===== src/rtl/memory_pkg.sv =====
// Shared encodings for the cache-to-memory arbiter: FSM states, port indices,
// memory operation codes and the two-way round-robin pick function.
package memory_pkg;

  localparam logic [1:0] ST_IDLE  = 2'b00;
  localparam logic [1:0] ST_ISSUE = 2'b01;
  localparam logic [1:0] ST_DONE  = 2'b10;
  localparam logic [1:0] ST_FLUSH = 2'b11;

  typedef enum logic [1:0] {
    StIdle  = ST_IDLE,
    StIssue = ST_ISSUE,
    StDone  = ST_DONE,
    StFlush = ST_FLUSH
  } state_e;

  localparam logic PORT_ICACHE = 1'b0;
  localparam logic PORT_DCACHE = 1'b1;

  localparam logic OP_READ  = 1'b0;
  localparam logic OP_WRITE = 1'b1;

  // A lone requester wins; on a tie the port not served last wins.
  function automatic logic rr_pick(input logic [1:0] req, input logic last_grant);
    if (req[PORT_ICACHE] && req[PORT_DCACHE]) begin
      return ~last_grant;
    end
    return req[PORT_DCACHE] ? PORT_DCACHE : PORT_ICACHE;
  endfunction

endpackage


===== src/rtl/memory_arbiter_rr.sv =====
// Two-requester round-robin grant logic; last_grant is only advanced when the
// owner of the memory port signals completion through the update strobe.
module rr_arbiter2
  import memory_pkg::*;
(
  input  logic       clk,
  input  logic       reset,
  input  logic [1:0] req,
  input  logic       update,
  input  logic       granted,
  output logic       grant_valid,
  output logic       grant
);

  logic last_grant_q;

  always_ff @(posedge clk) begin
    if (reset) begin
      last_grant_q <= PORT_ICACHE;
    end else if (update) begin
      last_grant_q <= granted;
    end
  end

  always_comb begin
    grant_valid = |req;
    grant       = rr_pick(req, last_grant_q);
  end

endmodule


===== src/rtl/memory_arbiter.sv =====
// Serialises whole-line icache/dcache requests onto the single memory port and
// returns a one-cycle ready pulse (plus read data) to the port that was served.
module memory_arbiter
  import memory_pkg::*;
#(
  parameter int unsigned ADDRESS_SIZE    = 12,
  parameter int unsigned CACHE_LINE_SIZE = 128
) (
  input  logic                       clk,
  input  logic                       reset,

  input  logic                       icache_req,
  input  logic                       icache_op,
  input  logic [ADDRESS_SIZE-1:0]    icache_address,
  input  logic [CACHE_LINE_SIZE-1:0] icache_data_in,
  output logic [CACHE_LINE_SIZE-1:0] icache_data_out,
  output logic                       icache_ready,

  input  logic                       dcache_req,
  input  logic                       dcache_op,
  input  logic [ADDRESS_SIZE-1:0]    dcache_address,
  input  logic [CACHE_LINE_SIZE-1:0] dcache_data_in,
  output logic [CACHE_LINE_SIZE-1:0] dcache_data_out,
  output logic                       dcache_ready,

  output logic                       mem_enable,
  output logic                       mem_op,
  output logic [ADDRESS_SIZE-1:0]    mem_address,
  output logic [CACHE_LINE_SIZE-1:0] mem_data_in,
  output logic                       mem_op_done,
  input  logic [CACHE_LINE_SIZE-1:0] mem_data_out,
  input  logic                       mem_data_ready
);

  state_e state_q, state_d;

  logic                       grant_q;
  logic                       op_q;
  logic [ADDRESS_SIZE-1:0]    address_q;
  logic [CACHE_LINE_SIZE-1:0] data_in_q;
  logic [CACHE_LINE_SIZE-1:0] icache_data_out_q;
  logic [CACHE_LINE_SIZE-1:0] dcache_data_out_q;

  logic arb_valid;
  logic arb_grant;
  logic latch_en;
  logic capture_en;
  logic update_grant;

  rr_arbiter2 u_rr_arbiter2 (
    .clk         (clk),
    .reset       (reset),
    .req         ({dcache_req, icache_req}),
    .update      (update_grant),
    .granted     (grant_q),
    .grant_valid (arb_valid),
    .grant       (arb_grant)
  );

  always_comb begin
    state_d      = state_q;
    latch_en     = 1'b0;
    capture_en   = 1'b0;
    update_grant = 1'b0;
    case (state_q)
      StFlush: state_d = StIdle;
      StIdle: begin
        if (arb_valid) begin
          latch_en = 1'b1;
          state_d  = StIssue;
        end
      end
      StIssue: begin
        if (mem_data_ready) begin
          capture_en = 1'b1;
          state_d    = StDone;
        end
      end
      StDone: begin
        update_grant = 1'b1;
        state_d      = StIdle;
      end
      default: state_d = StFlush;
    endcase
  end

  always_ff @(posedge clk) begin
    if (reset) begin
      state_q <= StFlush;
    end else begin
      state_q <= state_d;
    end
  end

  // Request inputs are captured once at grant so the memory sees a stable command.
  always_ff @(posedge clk) begin
    if (reset) begin
      grant_q   <= PORT_ICACHE;
      op_q      <= OP_READ;
      address_q <= '0;
      data_in_q <= '0;
    end else if (latch_en) begin
      grant_q <= arb_grant;
      if (arb_grant == PORT_DCACHE) begin
        op_q      <= dcache_op;
        address_q <= dcache_address;
        data_in_q <= dcache_data_in;
      end else begin
        op_q      <= icache_op;
        address_q <= icache_address;
        data_in_q <= icache_data_in;
      end
    end
  end

  always_ff @(posedge clk) begin
    if (reset) begin
      icache_data_out_q <= '0;
      dcache_data_out_q <= '0;
    end else if (capture_en && (op_q == OP_READ)) begin
      if (grant_q == PORT_DCACHE) begin
        dcache_data_out_q <= mem_data_out;
      end else begin
        icache_data_out_q <= mem_data_out;
      end
    end
  end

  // Enable drops in the cycle data_ready rises so the memory never re-arms.
  always_comb begin
    mem_enable      = (state_q == StIssue) && !mem_data_ready;
    mem_op_done     = (state_q == StFlush) || (state_q == StDone);
    mem_op          = op_q;
    mem_address     = address_q;
    mem_data_in     = data_in_q;
    icache_ready    = (state_q == StDone) && (grant_q == PORT_ICACHE);
    dcache_ready    = (state_q == StDone) && (grant_q == PORT_DCACHE);
    icache_data_out = icache_data_out_q;
    dcache_data_out = dcache_data_out_q;
  end

endmodule


===== config.mk =====
export PLATFORM = sky130hd
export DESIGN_NAME = memory_arbiter
export DESIGN_NICKNAME = d
export VERILOG_FILES = /design/src/rtl/memory_pkg.sv /design/src/rtl/memory_arbiter_rr.sv /design/src/rtl/memory_arbiter.sv
export SDC_FILE = /design/constraint.sdc
export NUM_CORES = 1
export LEC_CHECK = 0
export CAP_MARGIN = 20
export CORE_AREA = 2 2 320 322
export DETAILED_ROUTE_END_ITERATION = 7
export DIE_AREA = 0 0 322 324
export HOLD_SLACK_MARGIN = 0.03
export PLACE_DENSITY = 0.41
export SYNTH_ARGS = -nofsm -noshare
export SYNTH_HDL_FRONTEND = slang
export SYNTH_SLANG_ARGS = --single-unit

===== constraint.sdc =====
create_clock -name clk -period 3.3 [get_ports clk]
set_input_delay 0.33 -clock clk [delete_from_list [all_inputs] [get_ports clk]]
set_output_delay 0.33 -clock clk [all_outputs]
set_load 0.01 [all_outputs]

* After elaboration in Yosys (flattened, before gate mapping)
Index checks and enable logic that the tools add are counted.
Cells by class: equal/unequal tests 5, mux-type cells 15, bitwise gates (word level) 3, reduce and logical (&&, ||, !) cells 13
Operators by type and width (count):
- $mux 128 | 1
- $mux 12 | 1
- $mux 1 | 10
- $pmux 2 s3 | 1
- $reduce_and 2->1 | 3
- $logic_and 1x1->1 | 5
- $eq 2x2->1 const B | 2
- $mux 2 | 2
- $ne 2x2->1 const B | 2
- $reduce_or 2->1 | 2
- $not 1->1 | 3
- $eq 2x1->1 const B | 1
- $logic_not 2->1 | 1
- $logic_not 1->1 | 1
- $logic_or 1x1->1 | 1
Word-level totals: flip-flop bits (word level) 401, input bits 415, output and inout bits 401, logic and storage cells 44

* Logic depth before layout (Yosys ltp)
Gate-level depths: netlist (run 1).
word-level depth 4, gate-level depth with buffers 7, gate-level depth less buffers 3

* Hierarchy
From an unflattened synthesis (run 1), not the netlist that was laid out.
Unflattened totals: cells, all modules 1616, area total of the unflattened synthesis 16783.6 um^2
Modules (own cells, without submodules):
- memory_arbiter | instances 1, cells each 1611, area an instance 16736.1 um^2, seq. area each 8007.7 um^2
- rr_arbiter2 | instances 1, cells each 5, area an instance 47.5 um^2, seq. area each 20.0 um^2

* Worst setup path after synthesis (run 1)
OpenSTA, ideal clock, no wires.
path kind input port to flip-flop, from in dcache_req, to reg state_q[0], setup time 0.127 ns, arrival 1.380 ns, path slack 1.793 ns, stages 6, path buffers 3, cell sequence or2_0 -> buf_2 -> and2_1 -> buf_2 -> buf_6 -> or3_1
Between the ends: word-level cells in the longest chain between the ends 3
RTL lines:
- from (decl) | RTL line memory_arbiter.sv:19 | input logic dcache_req,
- $reduce_or 2->1 | RTL line memory_arbiter_rr.sv:26 | grant_valid = |req;
- $ne 2x2->1 (no line)
- $reduce_and 2->1 (no line)
- to (signal assigned) | RTL line memory_arbiter.sv:89 | state_q <= StFlush;
- to (signal assigned) | RTL line memory_arbiter.sv:91 | state_q <= state_d;
- to (decl) | RTL line memory_arbiter.sv:35 | state_e state_q, state_d;
Every way passes these cells. A chain may end at the register's enable or synchronous reset.

* Worst setup path in the final report (run 1)
from reg state_q[1], to out dcache_ready
Between the ends: word-level cells in the longest chain between the ends 2
RTL lines:
- $eq 2x2->1 | RTL line memory_arbiter.sv:137 | dcache_ready = (state_q == StDone) && (grant_q == PORT_DCACHE);
- $logic_and 1x1->1 | RTL line memory_arbiter.sv:137
- to (decl) | RTL line memory_arbiter.sv:24 | output logic dcache_ready,
Every way passes these cells.

==> impl_metrics.json, run 1 <==
{
  "status": "finished clean",
  "timing.rr.end": "dcache_data_out[11]$_SDFFE_PP0P_",
  "htree_levels": 2,
  "cts_resized": 0,
  "hold_class": "input pin to flop",
  "grtUsageTotal_pct": 14.7,
  "holdBufCountCts": 0,
  "numPortBuffers": 815,
  "syn_nets": 2208,
  "crit_type": "flop to output pin",
  "drt_wl_total_um": 80700,
  "wl_per_cell_um": 20.8,
  "hold_start": "icache_data_in[116]",
  "syn_area_um2": 17500,
  "via_per_inst": 4.08,
  "cellPowerDensity_nw_per_um2": 455,
  "route.met3.wl_um": 7950,
  "fin_crit_sh_pct": 72.2,
  "start_kind": "flop",
  "dr.pass1.iters": 4,
  "slew_headroom_pct": 33.4,
  "synthCells": 1793,
  "yosysSeqAreaShare_pct": 45.9,
  "core_um2": 101000,
  "cap_violations": 0,
  "nets": 2944,
  "worst_pin_slew_ps": 1000,
  "synth_warnings": 0,
  "worstSkewPairLatency_ps": 630,
  "path_max_fanout": 7,
  "antenna_left": 0,
  "crit_arrival_ps": 2050,
  "yosysTopAreaCellShare_pct": 45.9,
  "clk_pin_slew_ps": 60,
  "gp_congestion": 0.781,
  "cts_sinks": 401,
  "rsz0062_at_grt": "false",
  "hold_violations": 0,
  "fin_hold_ws_ps": 277,
  "syn_to_final_growth_pct": 63.8,
  "design_area_um2": 28600,
  "fin_skew_ps": 22.7,
  "crit_required_ps": 2970,
  "fin_crit_ps": 2380,
  "cts_root_buf": "clkbuf_16",
  "die_y_um": 324,
  "place_hpwl_um": 59800,
  "worstReg2RegStart": "state_q[1]$_SDFFE_PP1P_",
  "wl_met1_um": 30700,
  "final_max_slew_viol_count": 0,
  "drt_iter0_drc": 593,
  "clockBufferDepth": 3,
  "final_util_pct": 28.4,
  "antenna_found_initial": 15,
  "placedInstanceArea_um2": 26900,
  "synth_top_area_cell": "dfxtp_1",
  "wl_met2_um": 39500,
  "grt_max_degree": 186,
  "postCtsSetupBuffers": 0,
  "synth.avg_cell_area_um2": 9.75,
  "synth_cell_type_count": 27,
  "fp.dieW_um": 322,
  "synth_area_leaders": "dfxtp_1, mux2i_1, nand2b_1",
  "fin_tns_setup_ps": 0,
  "layout_common_cells": "clkdlybuf4s50_1, dfxtp_1, nand2b_1, nand2_1, mux2i_1",
  "min_path_cells": 3,
  "ys_ff_latch": 401,
  "route.vias.total": 15800,
  "setup_viol": 0,
  "numCtsBuffers": 53,
  "critPathCaptureType": "output pin",
  "drive_gt1_share_pct": 7.79,
  "start_util_pct": 17.3,
  "drc": 0,
  "dieArea_um2": 104000,
  "total_power_uw": 13000,
  "grt_first_pass_wirelength_um": 115000,
  "tritoncts": "built",
  "r2r_setup_slack_ps": 1180,
  "fill_cells": 10600,
  "whs_endpoint": "mem_data_in[116]$_SDFFE_PP0P_",
  "routed.top_layer": "met5",
  "row_count": 117,
  "power_leakage_uw": 0.0106,
  "grt.overflow.total": 0,
  "max_freq_mhz": 419,
  "final_common_cell": "clkdlybuf4s50_1",
  "vdd_drop_max_uv": 359,
  "grt_pass1_vias": 16700,
  "worst_r2r_path_depth": 4,
  "io_pins": 816
}
==> area by class of cell <==
type                    instances  area [µm²]  share of cell area (%)
clock buffers                  77        1510                    5.26
diodes                          2        5.00                  0.0175
multi-input cells            1223        8630                    30.1
repair buffers                848        8620                    30.1
well taps                    1309        1640                    5.72
clock inverters                16         209                   0.729
flip-flops and latches        401        8030                    28.0
inverters                       2        7.51                  0.0262
==> flip-flops by register name, indices dropped and copies added (netlist names) <==
register,cells
dcache_data_out,128
grant_q,1
icache_data_out,128
mem_address,12
mem_data_in,128
mem_op,1
state_q,2
u_rr_arbiter2.last_grant_q,1
==> worst max-delay path: stages (launching register included) <==
cell	delay, ps
dfxtp_1	470
and3b_1	300
clkdlybuf4s50_1	660
==> metrics by stage <==
step / instances / setup WS, ps
2_1_floorplan: 1793 / 1790
3_3_place_gp: 3783 / 633
3_5_place_dp: 3783 / 700
4_1_cts: 3876 / 806
5_1_grt: 3876 / 753
6_report: 3878 / 916
==> Yosys cell counts <==
master / instances
dfxtp_1: 401
nand2b_1: 385
nand2_1: 282
mux2i_1: 256
a21oi_1: 143
clkbuf_1: 95
a311oi_2: 80
a311oi_1: 61
buf_2: 38
buf_6: 21
buf_1: 7
buf_4: 6
nor2_1: 3
inv_1: 2
a21bo_2: 1
a21boi_2: 1
a21o_1: 1
a31o_2: 1
and2_1: 1
and3b_1: 1
nand3_1: 1
nand4bb_1: 1
nor2_2: 1
nor3b_1: 1
or2_0: 1
or2_1: 1
or3_1: 1
==> worst max path at each step <==
stage,slack (ps),start,to
2_1_floorplan,1790,dcache_req,state_q[0]$_SDFFE_PP1P_
3_3_place_gp,630,icache_req,mem_op$_SDFFE_PP0P_
3_5_place_dp,700,icache_req,mem_op$_SDFFE_PP0P_
4_1_cts,810,state_q[1]$_SDFFE_PP1P_,dcache_ready
5_1_grt,750,state_q[1]$_SDFFE_PP1P_,dcache_ready
6_report,920,state_q[1]$_SDFFE_PP1P_,dcache_ready
==> cell families (layout without fill, tap and decap cells) <==
kind of cell	after synthesis	in the layout	synth area share, %
AOI/OAI and AO/OA	288	288	14.2
and+or+nand+nor	679	679	20.3
DFF	401	401	45.9
muxes	256	256	14.7
buffers and inverters	169	943	4.93
other	0	2	0
==> power by group <==
| group | internal [µW] | leakage, µW | switching (µW) |
|---|---|---|---|
| clock network | 3470 | 0.000843 | 2360 |
| registers | 5040 | 0.00326 | 115 |
| logic | 1120 | 0.00648 | 937 |
==> layer usage <==
layer | global-route usage [%] | vias up
met2 | 25.9 | 593
li1 | - | 7635
met3 | 6.34 | 120
met4 | 4.42 | 26
met1 | 15.8 | 7466
met5 | 0 | -
(Power assumes the default switching activity.)
==> run 2, diff against run 1 <==
--- a/config.mk
+++ b/config.mk
@@ -6,9 +6,9 @@
 export NUM_CORES = 1
 export LEC_CHECK = 0
 export CAP_MARGIN = 20
-export CORE_AREA = 2 2 320 322
+export CORE_AREA = 2 2 321 323
 export DETAILED_ROUTE_END_ITERATION = 7
-export DIE_AREA = 0 0 322 324
+export DIE_AREA = 0 0 323 325
 export HOLD_SLACK_MARGIN = 0.03
 export PLACE_DENSITY = 0.41
 export SYNTH_ARGS = -nofsm -noshare
==> constraint.sdc (replaced) <==
create_clock -name clk -period 2.47 [get_ports clk]
set_input_delay 0.247 -clock clk [delete_from_list [all_inputs] [get_ports clk]]
set_output_delay 0.247 -clock clk [all_outputs]
set_load 0.01 [all_outputs]
==> impl_metrics.json, run 2 (synthesis results as in run 1) <==
{
  "status": "finished clean",
  "row_count": 117,
  "cap_violations": 0,
  "hold_class": "input pin to flop",
  "cts_sinks": 401,
  "place_hpwl_um": 60700,
  "postCtsSetupBuffers": 0,
  "power_leakage_uw": 0.0108,
  "grtUsageTotal_pct": 14.7,
  "antenna_left": 0,
  "grt_pass1_vias": 16700,
  "holdBufCountCts": 0,
  "dieArea_um2": 105000,
  "start_kind": "flop",
  "drt_iter0_drc": 600,
  "placedInstanceArea_um2": 27200,
  "grt.overflow.total": 0,
  "dr.pass1.iters": 5,
  "setup_viol": 0,
  "die_y_um": 325,
  "numCtsBuffers": 52,
  "crit_required_ps": 2220,
  "nets": 2961,
  "fin_ws_ps": 151,
  "final_max_slew_viol_count": 0,
  "final_common_cell": "clkdlybuf4s50_1",
  "numPortBuffers": 815,
  "rsz0062_at_grt": "false",
  "critPathMaxStageDelay_ps": 610,
  "clk_pin_slew_ps": 60,
  "hold_violations": 0,
  "path_max_fanout": 6,
  "slew_headroom_pct": 58.1,
  "htree_levels": 2,
  "critPathCaptureType": "output pin",
  "via_per_inst": 4.04,
  "drive_gt1_share_pct": 8.71,
  "worst_pin_slew_ps": 628,
  "drc": 0,
  "multiInputGateArea_um2": 8630,
  "cp_cell_sequence": "nor3b_1 > clkdlybuf4s50_1",
  "cpMaxStageDelayCell": "clkdlybuf4s50_1",
  "clockBufferDepth": 3,
  "total_power_uw": 17900,
  "fin_crit_sh_pct": 93.9,
  "wl_per_cell_um": 20.3,
  "core_um2": 101000,
  "layout_common_cells": "clkdlybuf4s50_1, dfxtp_1, nand2b_1, nand2_1, mux2i_1",
  "cts_root_buf": "clkbuf_16",
  "crit_type": "flop to output pin",
  "io_pins": 816,
  "cts_resized": 0,
  "gp_congestion": 0.778,
  "start_util_pct": 17.3,
  "grt_first_pass_wirelength_um": 116000,
  "antenna_found_initial": 22,
  "fin_tns_setup_ps": 0,
  "syn_to_final_growth_pct": 66.2,
  "fin_crit_ps": 2320,
  "grt_max_degree": 111,
  "register_area_um2": 8030,
  "design_area_um2": 29100,
  "dpl_worst_slack_ps": 319,
  "route.vias.total": 16000,
  "vdd_drop_max_uv": 414,
  "fp.dieW_um": 323,
  "tritoncts": "built",
  "max_freq_mhz": 431,
  "drt_wl_total_um": 80300,
  "worstSkewPairLatency_ps": 620,
  "fin_skew_ps": 22.3,
  "fill_cells": 10700,
  "crit_arrival_ps": 2070,
  "cellPowerDensity_nw_per_um2": 614
}
[run 2: cell count changes in the layout (fill, tap and decap cells not counted), sizes merged]
cell / change
bufinv: +4
buf: +18
clkbuf: -6
inv: +1
diode: +4
[run 2: final timing paths]
path / from / to / slack (ps) / depth (start not counted)
min reg2reg: icache_data_out[2]$_SDFFE_PP0P_ / icache_data_out[2]$_SDFFE_PP0P_ / 470 / 2
max: state_q[0]$_SDFFE_PP1P_ / mem_enable / 150 / 2
min: reset / icache_data_out[102]$_SDFFE_PP0P_ / 170 / 3
max reg2reg: mem_op$_SDFFE_PP0P_ / dcache_data_out[87]$_SDFFE_PP0P_ / 560 / 5
[run 2: layout make-up]
cell class,instances,area share [%]
clock inverters,21,1.12
well taps,1368,5.89
repair buffers,866,30.4
flip-flops and latches,401,27.6
clock buffers,71,5.17
multi-input cells,1223,29.7
diodes,6,0.0517
inverters,2,0.0258
[run 2: critical path, delay by kind of cell (launching register included)]
family | cells | cell delay [ps]
AND/OR/NAND/NOR | 1 | 290
buffers and inverters | 1 | 610
flip-flops | 1 | 550
[run 2: power breakdown]
group	leakage, µW	internal (µW)	switching, µW
registers	0.00326	6730	163
clock network	0.000905	5070	3100
logic	0.00661	1530	1250
total	0.0108	13300	4510
[run 2: through the flow]
step | instances | utilization, % | hold slack [ps]
after floorplan | 1793 | - | 404
after global placement | 3860 | 26.9 | 459
after detailed placement | 3860 | 26.9 | 462
after CTS | 3952 | 28.7 | 118
after global routing | 3956 | 28.7 | 167
final | 3958 | 28.7 | 171
[run 2: routing by layer]
| metal | vias to the layer above | wire [µm] | GRT usage, % |
|---|---|---|---|
| met5 | - | 199 | 0 |
| met4 | 30 | 1820 | 3.72 |
| met3 | 114 | 8370 | 6.59 |
| met1 | 7571 | 29800 | 15.5 |
| met2 | 588 | 40100 | 26.2 |
| li1 | 7688 | - | - |
